## config.mk

```make
export PLATFORM = sky130hd
export DESIGN_NAME = mem_stack_unit
export DESIGN_NICKNAME = d
export VERILOG_FILES = /design/src/rtl/mem_stack_unit_pkg.sv /design/src/rtl/mem_stack_unit_stack_pointer.sv /design/src/rtl/mem_stack_unit.sv
export SDC_FILE = /design/constraint.sdc
export NUM_CORES = 1
export LEC_CHECK = 0
export ABC_AREA = 0
export CAP_MARGIN = 20
export CORE_MARGIN = 4
export CORE_UTILIZATION = 45
export DETAILED_ROUTE_END_ITERATION = 8
export DONT_BUFFER_PORTS = 1
export MAX_ROUTING_LAYER = met4
export SLEW_MARGIN = 20
export SYNTH_ARGS = -nofsm -noshare
export SYNTH_HDL_FRONTEND = slang
export SYNTH_SLANG_ARGS = --single-unit
```

## constraint.sdc

```tcl
create_clock -name clk -period 2.45 [get_ports clk]
set_clock_uncertainty 0.05 [all_clocks]
set_input_delay 0.1225 -clock clk [delete_from_list [all_inputs] [get_ports clk]]
set_output_delay 0.1225 -clock clk [all_outputs]
set_load 0.02 [all_outputs]
```

## src/rtl/mem_stack_unit_pkg.sv

```systemverilog
// Shared definitions for the memory-stage access unit: write-source selects,
// read-response tags and the condition-code width.
package mem_stack_unit_pkg;

    localparam int DEF_ADDR_W = 12;
    localparam int DEF_DATA_W = 16;
    localparam int CCR_W      = 3;

    typedef enum logic [1:0] {
        SEL_DATA  = 2'b00,
        SEL_PC_HI = 2'b01,
        SEL_PC_LO = 2'b10,
        SEL_CCR   = 2'b11
    } data_sel_e;

    // Identifies what the word coming back from memory next cycle belongs to.
    typedef enum logic [2:0] {
        TAG_NONE = 3'd0,
        TAG_LOAD = 3'd1,
        TAG_PC1  = 3'd2,
        TAG_PC2  = 3'd3,
        TAG_CCR  = 3'd4
    } read_tag_e;

endpackage

```

## src/rtl/mem_stack_unit_stack_pointer.sv

```systemverilog
// Stack pointer register: post-decrement on push, pre-increment on pop.
// The caller only asserts push_i/pop_i for accesses that are legal.
module stack_pointer #(
    parameter int ADDR_W = 12
) (
    input  logic              clk,
    input  logic              rst,
    input  logic              push_i,
    input  logic              pop_i,
    output logic [ADDR_W-1:0] sp_o,
    output logic [ADDR_W-1:0] sp_inc_o,
    output logic              full_o,
    output logic              empty_o
);

    localparam logic [ADDR_W-1:0] SP_RESET = '1;

    logic [ADDR_W-1:0] sp_q;
    logic [ADDR_W-1:0] sp_d;

    always_comb begin
        sp_d = sp_q;
        if (push_i) begin
            sp_d = sp_q - 1'b1;
        end else if (pop_i) begin
            sp_d = sp_q + 1'b1;
        end
    end

    always_ff @(posedge clk or posedge rst) begin
        if (rst) begin
            sp_q <= SP_RESET;
        end else begin
            sp_q <= sp_d;
        end
    end

    assign sp_o     = sp_q;
    assign sp_inc_o = sp_q + 1'b1;
    assign full_o   = (sp_q == '0);
    assign empty_o  = (sp_q == SP_RESET);

endmodule

```

## src/rtl/mem_stack_unit.sv

```systemverilog
// Memory-stage access unit: drives the data-memory port, owns the stack pointer
// and turns read responses into load data, a return PC or a restored CCR.
module mem_stack_unit
    import mem_stack_unit_pkg::*;
#(
    parameter int ADDR_W = DEF_ADDR_W,
    parameter int DATA_W = DEF_DATA_W
) (
    input  logic              clk,
    input  logic              rst,
    input  logic              mem_read,
    input  logic              mem_write,
    input  logic              stack,
    input  logic [1:0]        mem_data_sel,
    input  logic              pop_pc1,
    input  logic              pop_pc2,
    input  logic              pop_ccr,
    input  logic [ADDR_W-1:0] alu_result,
    input  logic [DATA_W-1:0] store_data,
    input  logic [31:0]       pc_in,
    input  logic [CCR_W-1:0]  ccr_in,
    output logic [ADDR_W-1:0] dmem_addr,
    output logic [DATA_W-1:0] dmem_wdata,
    output logic              dmem_we,
    output logic              dmem_re,
    input  logic [DATA_W-1:0] dmem_rdata,
    output logic [DATA_W-1:0] load_data,
    output logic              load_valid,
    output logic [31:0]       ret_pc,
    output logic              ret_pc_valid,
    output logic [CCR_W-1:0]  ccr_restore,
    output logic              ccr_restore_valid,
    output logic [ADDR_W-1:0] sp_out,
    output logic              stack_fault
);

    logic [ADDR_W-1:0] sp;
    logic [ADDR_W-1:0] sp_inc;
    logic              sp_full;
    logic              sp_empty;

    logic push_req, pop_req, push_ok, pop_ok, read_ok, fault_set;

    read_tag_e         tag_q, tag_d;
    logic [DATA_W-1:0] hold_q, hold_d;
    logic              fault_q, fault_d;

    // A simultaneous read and write is resolved in favour of the write.
    assign push_req  = mem_write & stack;
    assign pop_req   = mem_read & stack & ~mem_write;
    assign push_ok   = push_req & ~sp_full;
    assign pop_ok    = pop_req & ~sp_empty;
    assign read_ok   = mem_read & ~mem_write & (~stack | ~sp_empty);
    assign fault_set = (push_req & sp_full) | (pop_req & sp_empty) | (mem_read & mem_write);

    stack_pointer #(
        .ADDR_W (ADDR_W)
    ) u_sp (
        .clk      (clk),
        .rst      (rst),
        .push_i   (push_ok),
        .pop_i    (pop_ok),
        .sp_o     (sp),
        .sp_inc_o (sp_inc),
        .full_o   (sp_full),
        .empty_o  (sp_empty)
    );

    always_comb begin
        dmem_addr = alu_result;
        if (stack) begin
            dmem_addr = mem_write ? sp : sp_inc;
        end
    end

    always_comb begin
        dmem_wdata = store_data;
        case (mem_data_sel)
            SEL_PC_HI: dmem_wdata = DATA_W'(pc_in[31:16]);
            SEL_PC_LO: dmem_wdata = DATA_W'(pc_in[15:0]);
            SEL_CCR:   dmem_wdata = {{(DATA_W-CCR_W){1'b0}}, ccr_in};
            default:   dmem_wdata = store_data;
        endcase
    end

    assign dmem_we = mem_write & (~stack | ~sp_full);
    assign dmem_re = read_ok;

    // pop_* strobes only matter for stack reads; pc1 outranks pc2 outranks ccr.
    always_comb begin
        tag_d = TAG_NONE;
        if (read_ok) begin
            tag_d = TAG_LOAD;
            if (stack) begin
                if (pop_pc1) begin
                    tag_d = TAG_PC1;
                end else if (pop_pc2) begin
                    tag_d = TAG_PC2;
                end else if (pop_ccr) begin
                    tag_d = TAG_CCR;
                end
            end
        end
    end

    always_comb begin
        hold_d = hold_q;
        if (tag_q == TAG_PC2) begin
            hold_d = dmem_rdata;
        end
    end

    assign fault_d = fault_q | fault_set;

    always_ff @(posedge clk or posedge rst) begin
        if (rst) begin
            tag_q   <= TAG_NONE;
            hold_q  <= '0;
            fault_q <= 1'b0;
        end else begin
            tag_q   <= tag_d;
            hold_q  <= hold_d;
            fault_q <= fault_d;
        end
    end

    assign load_valid        = (tag_q == TAG_LOAD);
    assign ret_pc_valid      = (tag_q == TAG_PC1);
    assign ccr_restore_valid = (tag_q == TAG_CCR);
    assign load_data         = load_valid ? dmem_rdata : '0;
    assign ret_pc            = ret_pc_valid ? {dmem_rdata[15:0], hold_q[15:0]} : '0;
    assign ccr_restore       = ccr_restore_valid ? dmem_rdata[CCR_W-1:0] : '0;
    assign sp_out            = sp;
    assign stack_fault       = fault_q;

endmodule

```

==> metrics.md, run 1 <==
| Metric | Value |
|---|---|
| Post-route insts no fill | `399` |
| Cell row count | `27` |
| Max Clock Freq | `427.3 MHz` |
| Critical-path top delay cell | `dfstp_2` |
| Post-DP HPWL | `5.497 mm` |
| Max incr delay on CP | `0.68 ns` |
| Synth Warn # | `0` |
| Top cells by area, synth | `dfrtp_1 (19%), and2_1 (13%), dfstp_2 (12%)` |
| Share of post-route cells with drive strength above 1 | `23.55%` |
| Min-delay worst type | `input port to flop` |
| Ys flop type | `dfrtp_1` |
| Status | `completed` |
| Most frequent cells in the layout | `and2_1 (52), nor2_1 (24), dlygate4sd3_1 (23), dfrtp_1 (20)` |
| Syn_nets | `390` |
| 1st-iter DRT viols | `75` |
| Die Ht | `83.89 um` |
| Slew margin rel. | `43.88%` |
| Data arrival time of the critical path | `2.17 ns` |
| GRT Residual Overflow | `0` |
| Min cycle time layout | `2.340 ns` |
| Diodes inserted | `0` |
| Vias in the first global route | `2252` |
| Post-synth EDFFs | `0` |
| Syn Inst Count | `298` |
| Dpl ws | `0.2147 ns` |
| Area delta synth->final | `20.52%` |
| Final setup viols | `0` |
| Critical path class | `flop to primary output` |
| Seq cells post-synth | `32` |
| Period utilization | `95.52%` |
| Number of antenna violations at the first check in global routing | `0` |
| Skew-Pair Late Insertion Delay | `0.28 ns` |
| Final Hold Fails | `0` |
| Placed Cells | `367` |
| CP delay by family, top | `simple AND/OR/NAND/NOR gates` |
| Power Dens Cells | `774.8 nW/um^2` |
| Crit end category | `primary output` |
| Ys async rst share | `100.0%` |
| Mapped Avg Cell Area | `8.695 um^2` |
| DR DRC count | `0` |
| Leading cell type in the layout, fill and taps excluded | `and2_1` |
| Die W | `83.89 um` |
| Worst-path maximum fanout | `7` |
| Synth cell types | `49` |
| Lkg Pwr | `1.277 nW` |
| Root Driver | `clkbuf_8` |
| Max_cap viols | `0` |
| Core area | `5540 um^2` |
| Seq/Total Area, Yosys | `31.48%` |
| Critical Path Source Type | `flop` |
| Largest net degree at the start of global routing | `33` |
| Top cell type by total area after synthesis | `dfrtp_1` |
| CTS sink cnt | `32` |
| Clock slew at reported path FFs | `0.07 ns` |
| H-tree depth | `2` |
| IR drop worst, VDD | `0.4782 mV` |
| CTS tree | `built` |
| GPL Wtd Cong | `0.8312` |
| Die area | `7037 um^2` |
| Cell area after synthesis | `2591 um^2` |
| WL final | `7.339 mm` |
| FILL cells | `496` |
| Least-Margin Pin Slew | `0.8401 ns` |
| CP Cell Sequence | `nand4_1, or3b_4, nor2_2, xnor2_1, a21oi_1, buf_4` |
| Clock Path Buffers | `2` |
| Synth top area share | `19.31%` |
| Global-route wire length before repair | `11.62 mm` |
| Final Net Count | `418` |
| GRT Util Overall | `20.62%` |
| I/O Buffers | `0` |
| Final WS setup | `0.1098 ns` |
| WL/cell | `18.39 um` |
| Max Slew Vio Count | `0` |
| # IOs | `186` |
| Vias | `2311` |
| Worst Path Required | `2.28 ns` |
| Fin Setup TNS | `0 ns` |
| Initial cell density of the core | `46.77%` |
| Antenna Nets Post-Route | `0` |
| Vias per cell | `5.792` |
| Inserted Clock Buffers | `5` |
| Drt pass-1 iters | `4` |
| Crit path buf inv count | `1` |
==> logic make-up (layout without fill, tap and decap cells) <==
| family | after synthesis | in the layout | synth area share (%) |
|---|---|---|---|
| xor gates and xnor gates | 21 | 21 | 7.098 |
| buffers and inverters | 26 | 55 | 4.200 |
| adders and majority gates | 3 | 3 | 1.449 |
| and+or+nand+nor | 134 | 134 | 29.07 |
| muxes | 34 | 34 | 15.40 |
| DFF | 32 | 32 | 31.48 |
| AOI/OAI and AO/OA | 48 | 48 | 11.30 |
==> power breakdown <==
part | switching [W] | internal [W] | leakage (nW)
Combinational | 0.000555 | 0.000392 | 0.861
Clock | 0.000196 | 0.000302 | 0.0552
Sequential | 0.000242 | 0.000733 | 0.362
Total | 0.000993 | 0.00143 | 1.28
==> layer usage <==
metal | up-vias | track usage, % | wire length, um
met5 | - | - | 0
met4 | 0 | 6.433 | 93
met3 | 10 | 5.429 | 605
met2 | 116 | 32.97 | 3711
met1 | 1095 | 25.54 | 2930
li1 | 1090 | - | -
==> flip-flops by register name, summed over array words and instances (netlist names) <==
| signal | flops |
|---|---|
| hold_q | 16 |
| u_sp.sp_o | 12 |
| tag_q | 3 |
| stack_fault | 1 |
==> cell type report <==
type	instances	area (um^2)	area share (%)
Clock buffer	6	72.57	2.324
Clock inverter	2	35.03	1.122
Inverter	6	22.52	0.7212
Multi-Input combinational cell	240	1722	55.13
Sequential cell	32	815.8	26.12
Tap cell	72	90.09	2.885
Timing Repair Buffer	41	365.4	11.70
==> path summary, 6_finish.rpt <==
check / startpoint / to / slack, ns / depth (start not counted)
hold / removal: pop_pc1 / tag_q[2] / 0.02 / 2
setup reg to reg: u_sp.sp_o[0] / tag_q[0] / 0.15 / 7
setup / recovery: u_sp.sp_o[7] / dmem_addr[9] / 0.11 / 6
hold reg to reg: hold_q[3] / hold_q[3] / 0.45 / 1
min in group asynchronous: rst / stack_fault / 0.33 / 3
max in group asynchronous: rst / u_sp.sp_o[1] / 1.69 / 3
==> through the flow <==
stage / hold slack [ns] / utilization (%) / cell area (um^2) / power (W)
4_1_cts: 0.008064 / 55.56 / 3078 / 0.002410
2_1_floorplan: 0.1798 / - / 2591 / 0.001671
3_5_place_dp: 0.07533 / 49.32 / 2733 / 0.001861
3_3_place_gp: 0.07806 / 49.32 / 2733 / 0.001854
5_1_grt: 0.01464 / 56.37 / 3123 / 0.002569
6_report: 0.01925 / 56.37 / 3123 / 0.002420
==> worst reg2reg max path: cells and delay by family (launching register included) <==
family,cells,cell delay [ns]
compound gates,2,0.15
flops,1,0.71
simple gates,2,0.38
fa+ha+maj,1,0.20
buf+inv,2,0.71
==> synthesized netlist by cell type, drive strengths merged (4+ instances only) <==
cell     n
dfrtp   20
o21ai   16
dfstp   12
clkbuf  15
nor2    28
nand2   18
mux2    17
xor2     6
nor3     5
and2    52
nand3    6
nand4    4
xnor2   15
buf      5
mux2i   14
a21oi   17
inv      6
==> repair_timing <==
| item | 4_1_cts | 5_1_grt |
|---|---|---|
| hold buffers | 23 | 0 |
| buffers inserted | 0 | 1 |
| gates resized for setup | 2 | 10 |
| pin swaps | 0 | 1 |
| setup endpoints to repair | 4 | 7 |
| endpoints found under the hold margin | 40 | 0 |
(Power assumes the default switching activity.)
==> run 2: changes to the inputs <==
--- a/config.mk
+++ b/config.mk
@@ -7,11 +7,14 @@
 export LEC_CHECK = 0
 export ABC_AREA = 0
 export CAP_MARGIN = 20
-export CORE_MARGIN = 4
-export CORE_UTILIZATION = 45
+export CELL_PAD_IN_SITES_DETAIL_PLACEMENT = 1
+export CELL_PAD_IN_SITES_GLOBAL_PLACEMENT = 1
+export CORE_MARGIN = 1
+export CORE_UTILIZATION = 44
 export DETAILED_ROUTE_END_ITERATION = 8
 export DONT_BUFFER_PORTS = 1
 export MAX_ROUTING_LAYER = met4
+export PLACE_DENSITY_LB_ADDON = 0.1
 export SLEW_MARGIN = 20
 export SYNTH_ARGS = -nofsm -noshare
 export SYNTH_HDL_FRONTEND = slang
==> run 2 against run 1 <==
Against the previous run: die area shrank 12%; via count up 2.8%; hold slack better by 0.030 ns; cell count did not move; clock-buffer cell count up 1; setup slack gained 0.0047 ns; critical path depth did not move; largest cell class unchanged; largest power group unchanged.
==> metrics.md, run 2 (synthesized netlist as in run 1, its figures left out) <==
| Metric | Value |
|---|---|
| Share of post-route cells with drive strength above 1 | `23.24%` |
| Max Slew Vio Count | `0` |
| Vias per cell | `5.955` |
| Power Dens Cells | `756.2 nW/um^2` |
| Final Net Count | `418` |
| Sequential Power Share | `44.6%` |
| Final Hold Fails | `0` |
| Number of antenna violations at the first check in global routing | `0` |
| Vias | `2376` |
| Switching Fraction | `43.16%` |
| Largest Register | `hold_q` |
| Worst Path Required | `2.28 ns` |
| Post-route insts no fill | `399` |
| Diodes inserted | `0` |
| H-tree depth | `2` |
| IR drop worst, VDD | `0.5423 mV` |
| # IOs | `186` |
| Inserted Clock Buffers | `5` |
| Max Clock Freq | `428.2 MHz` |
| Die area | `6200 um^2` |
| Least-Margin Pin Slew | `0.8535 ns` |
| GPL Wtd Cong | `0.8422` |
| Max_cap viols | `0` |
| Antenna Nets Post-Route | `0` |
| Internal | `0.001344 W` |
| Data arrival time of the critical path | `2.16 ns` |
| Leading cell type in the layout, fill and taps excluded | `and2_1` |
| WL final | `7.912 mm` |
| Max FFs per register | `16` |
| GRT Residual Overflow | `0` |
| Min cycle time layout | `2.336 ns` |
| Switch Pwr | `0.001021 W` |
| Clock slew at reported path FFs | `0.07 ns` |
| Placed Cells | `362` |
| Cell row count | `27` |
| Status | `completed` |
| Tot Pwr | `0.002365 W` |
| Core area | `5608 um^2` |
| Slew margin rel. | `42.98%` |
| Critical path class | `flop to primary output` |
| Final Core Density | `55.76%` |
| DR DRC count | `0` |
| Min-delay worst type | `input port to flop` |
| Dpl ws | `0.2035 ns` |
| Die Ht | `78.74 um` |
| 1st-iter DRT viols | `61` |
| I/O Buffers | `0` |
| WL/cell | `19.83 um` |
| Global-route wire length before repair | `12.09 mm` |
| Initial cell density of the core | `46.21%` |
| Combinational power share | `37.2%` |
| Critical Path Source Type | `flop` |
| Vias in the first global route | `2387` |
| Most frequent cells in the layout | `and2_1 (52), nor2_1 (25), dlygate4sd3_1 (23), dfrtp_1 (20), nand2_1 (18)` |
| Lkg Pwr | `1.281 nW` |
| Final setup viols | `0` |
| Final WS setup | `0.1144 ns` |
| Drt pass-1 iters | `4` |
| Clk pwr share | `18.1%` |
| CTS sink cnt | `32` |
| Crit end category | `primary output` |
| Largest net degree at the start of global routing | `34` |
| Post-DP HPWL | `5.595 mm` |
| Root Driver | `clkbuf_8` |
| GRT Util Overall | `25.69%` |
| Die W | `78.74 um` |
| Period utilization | `95.33%` |
| Area delta synth->final | `20.67%` |
| CTS tree | `built` |
| Clock Path Buffers | `2` |
| Worst-path maximum fanout | `8` |
| Skew-Pair Late Insertion Delay | `0.28 ns` |
[run 2: layout make-up]
type	instances	area, um^2
clock buffers	7	86.33
fillers	656	2481
clock inverters	1	7.507
well taps	72	90.09
repair buffers	41	365.4
inverters	6	22.52
multi-input cells	240	1735
flip-flops and latches	32	819.5
[run 2: path summary, 6_finish.rpt]
kind / slack (ns) / startpoint / endpoint / cells after the start
max in group asynchronous: 1.32 / rst / u_sp.sp_o[6] / 3
max: 0.11 / u_sp.sp_o[3] / dmem_addr[5] / 6
min reg2reg: 0.45 / hold_q[9] / hold_q[9] / 1
max reg2reg: 0.13 / u_sp.sp_o[5] / tag_q[0] / 8
min: 0.05 / pop_pc1 / tag_q[2] / 2
min in group asynchronous: 0.31 / rst / hold_q[8] / 2
[run 2: power groups by stage]
stage / clock network (W) / logic [W] / registers [W]
3_5_place_dp: 0 / 0.000790 / 0.00104
5_1_grt: 0.000466 / 0.000959 / 0.00108
6_report: 0.000429 / 0.000881 / 0.00105
2_1_floorplan: 0 / 0.000738 / 0.000933
4_1_cts: 0.000436 / 0.000853 / 0.00103
3_3_place_gp: 0 / 0.000779 / 0.00103
[run 2: repair_timing]
action / 4_1_cts / 5_1_grt
setup buffers: 4 / 2
endpoints found under the hold margin: 26 / 0
hold buffers: 23 / 0
pin swaps: 2 / 4
cloned: 0 / 0
gates resized for setup: 4 / 12
endpoints found under the setup margin: 4 / 6
[run 2: critical path, cell delays in order, from the launching register on]
cell     delay [ns]
dfstp_2        0.71
and4_4         0.30
buf_4          0.11
buf_4          0.10
nand3_1        0.09
xor2_1         0.17
a21oi_1        0.40
[run 2: through the flow]
step                      hold slack [ns]   TNS [ns]  cell area [um^2]
after global placement            0.07835          0              2695
after detailed placement          0.07859          0              2695
after floorplan                    0.1798          0              2591
final                             0.04966          0              3127
after global routing              0.05170  -0.003920              3127
after CTS                         0.02156          0              3058
[run 2: per-layer routing]
layer	share of wire, %	track usage (%)	up-vias
met5	0	-	-
met2	55	47.04	98
li1	-	-	1085
met3	5.2	4.598	5
met1	40	28.92	1188
met4	0.53	5.926	0
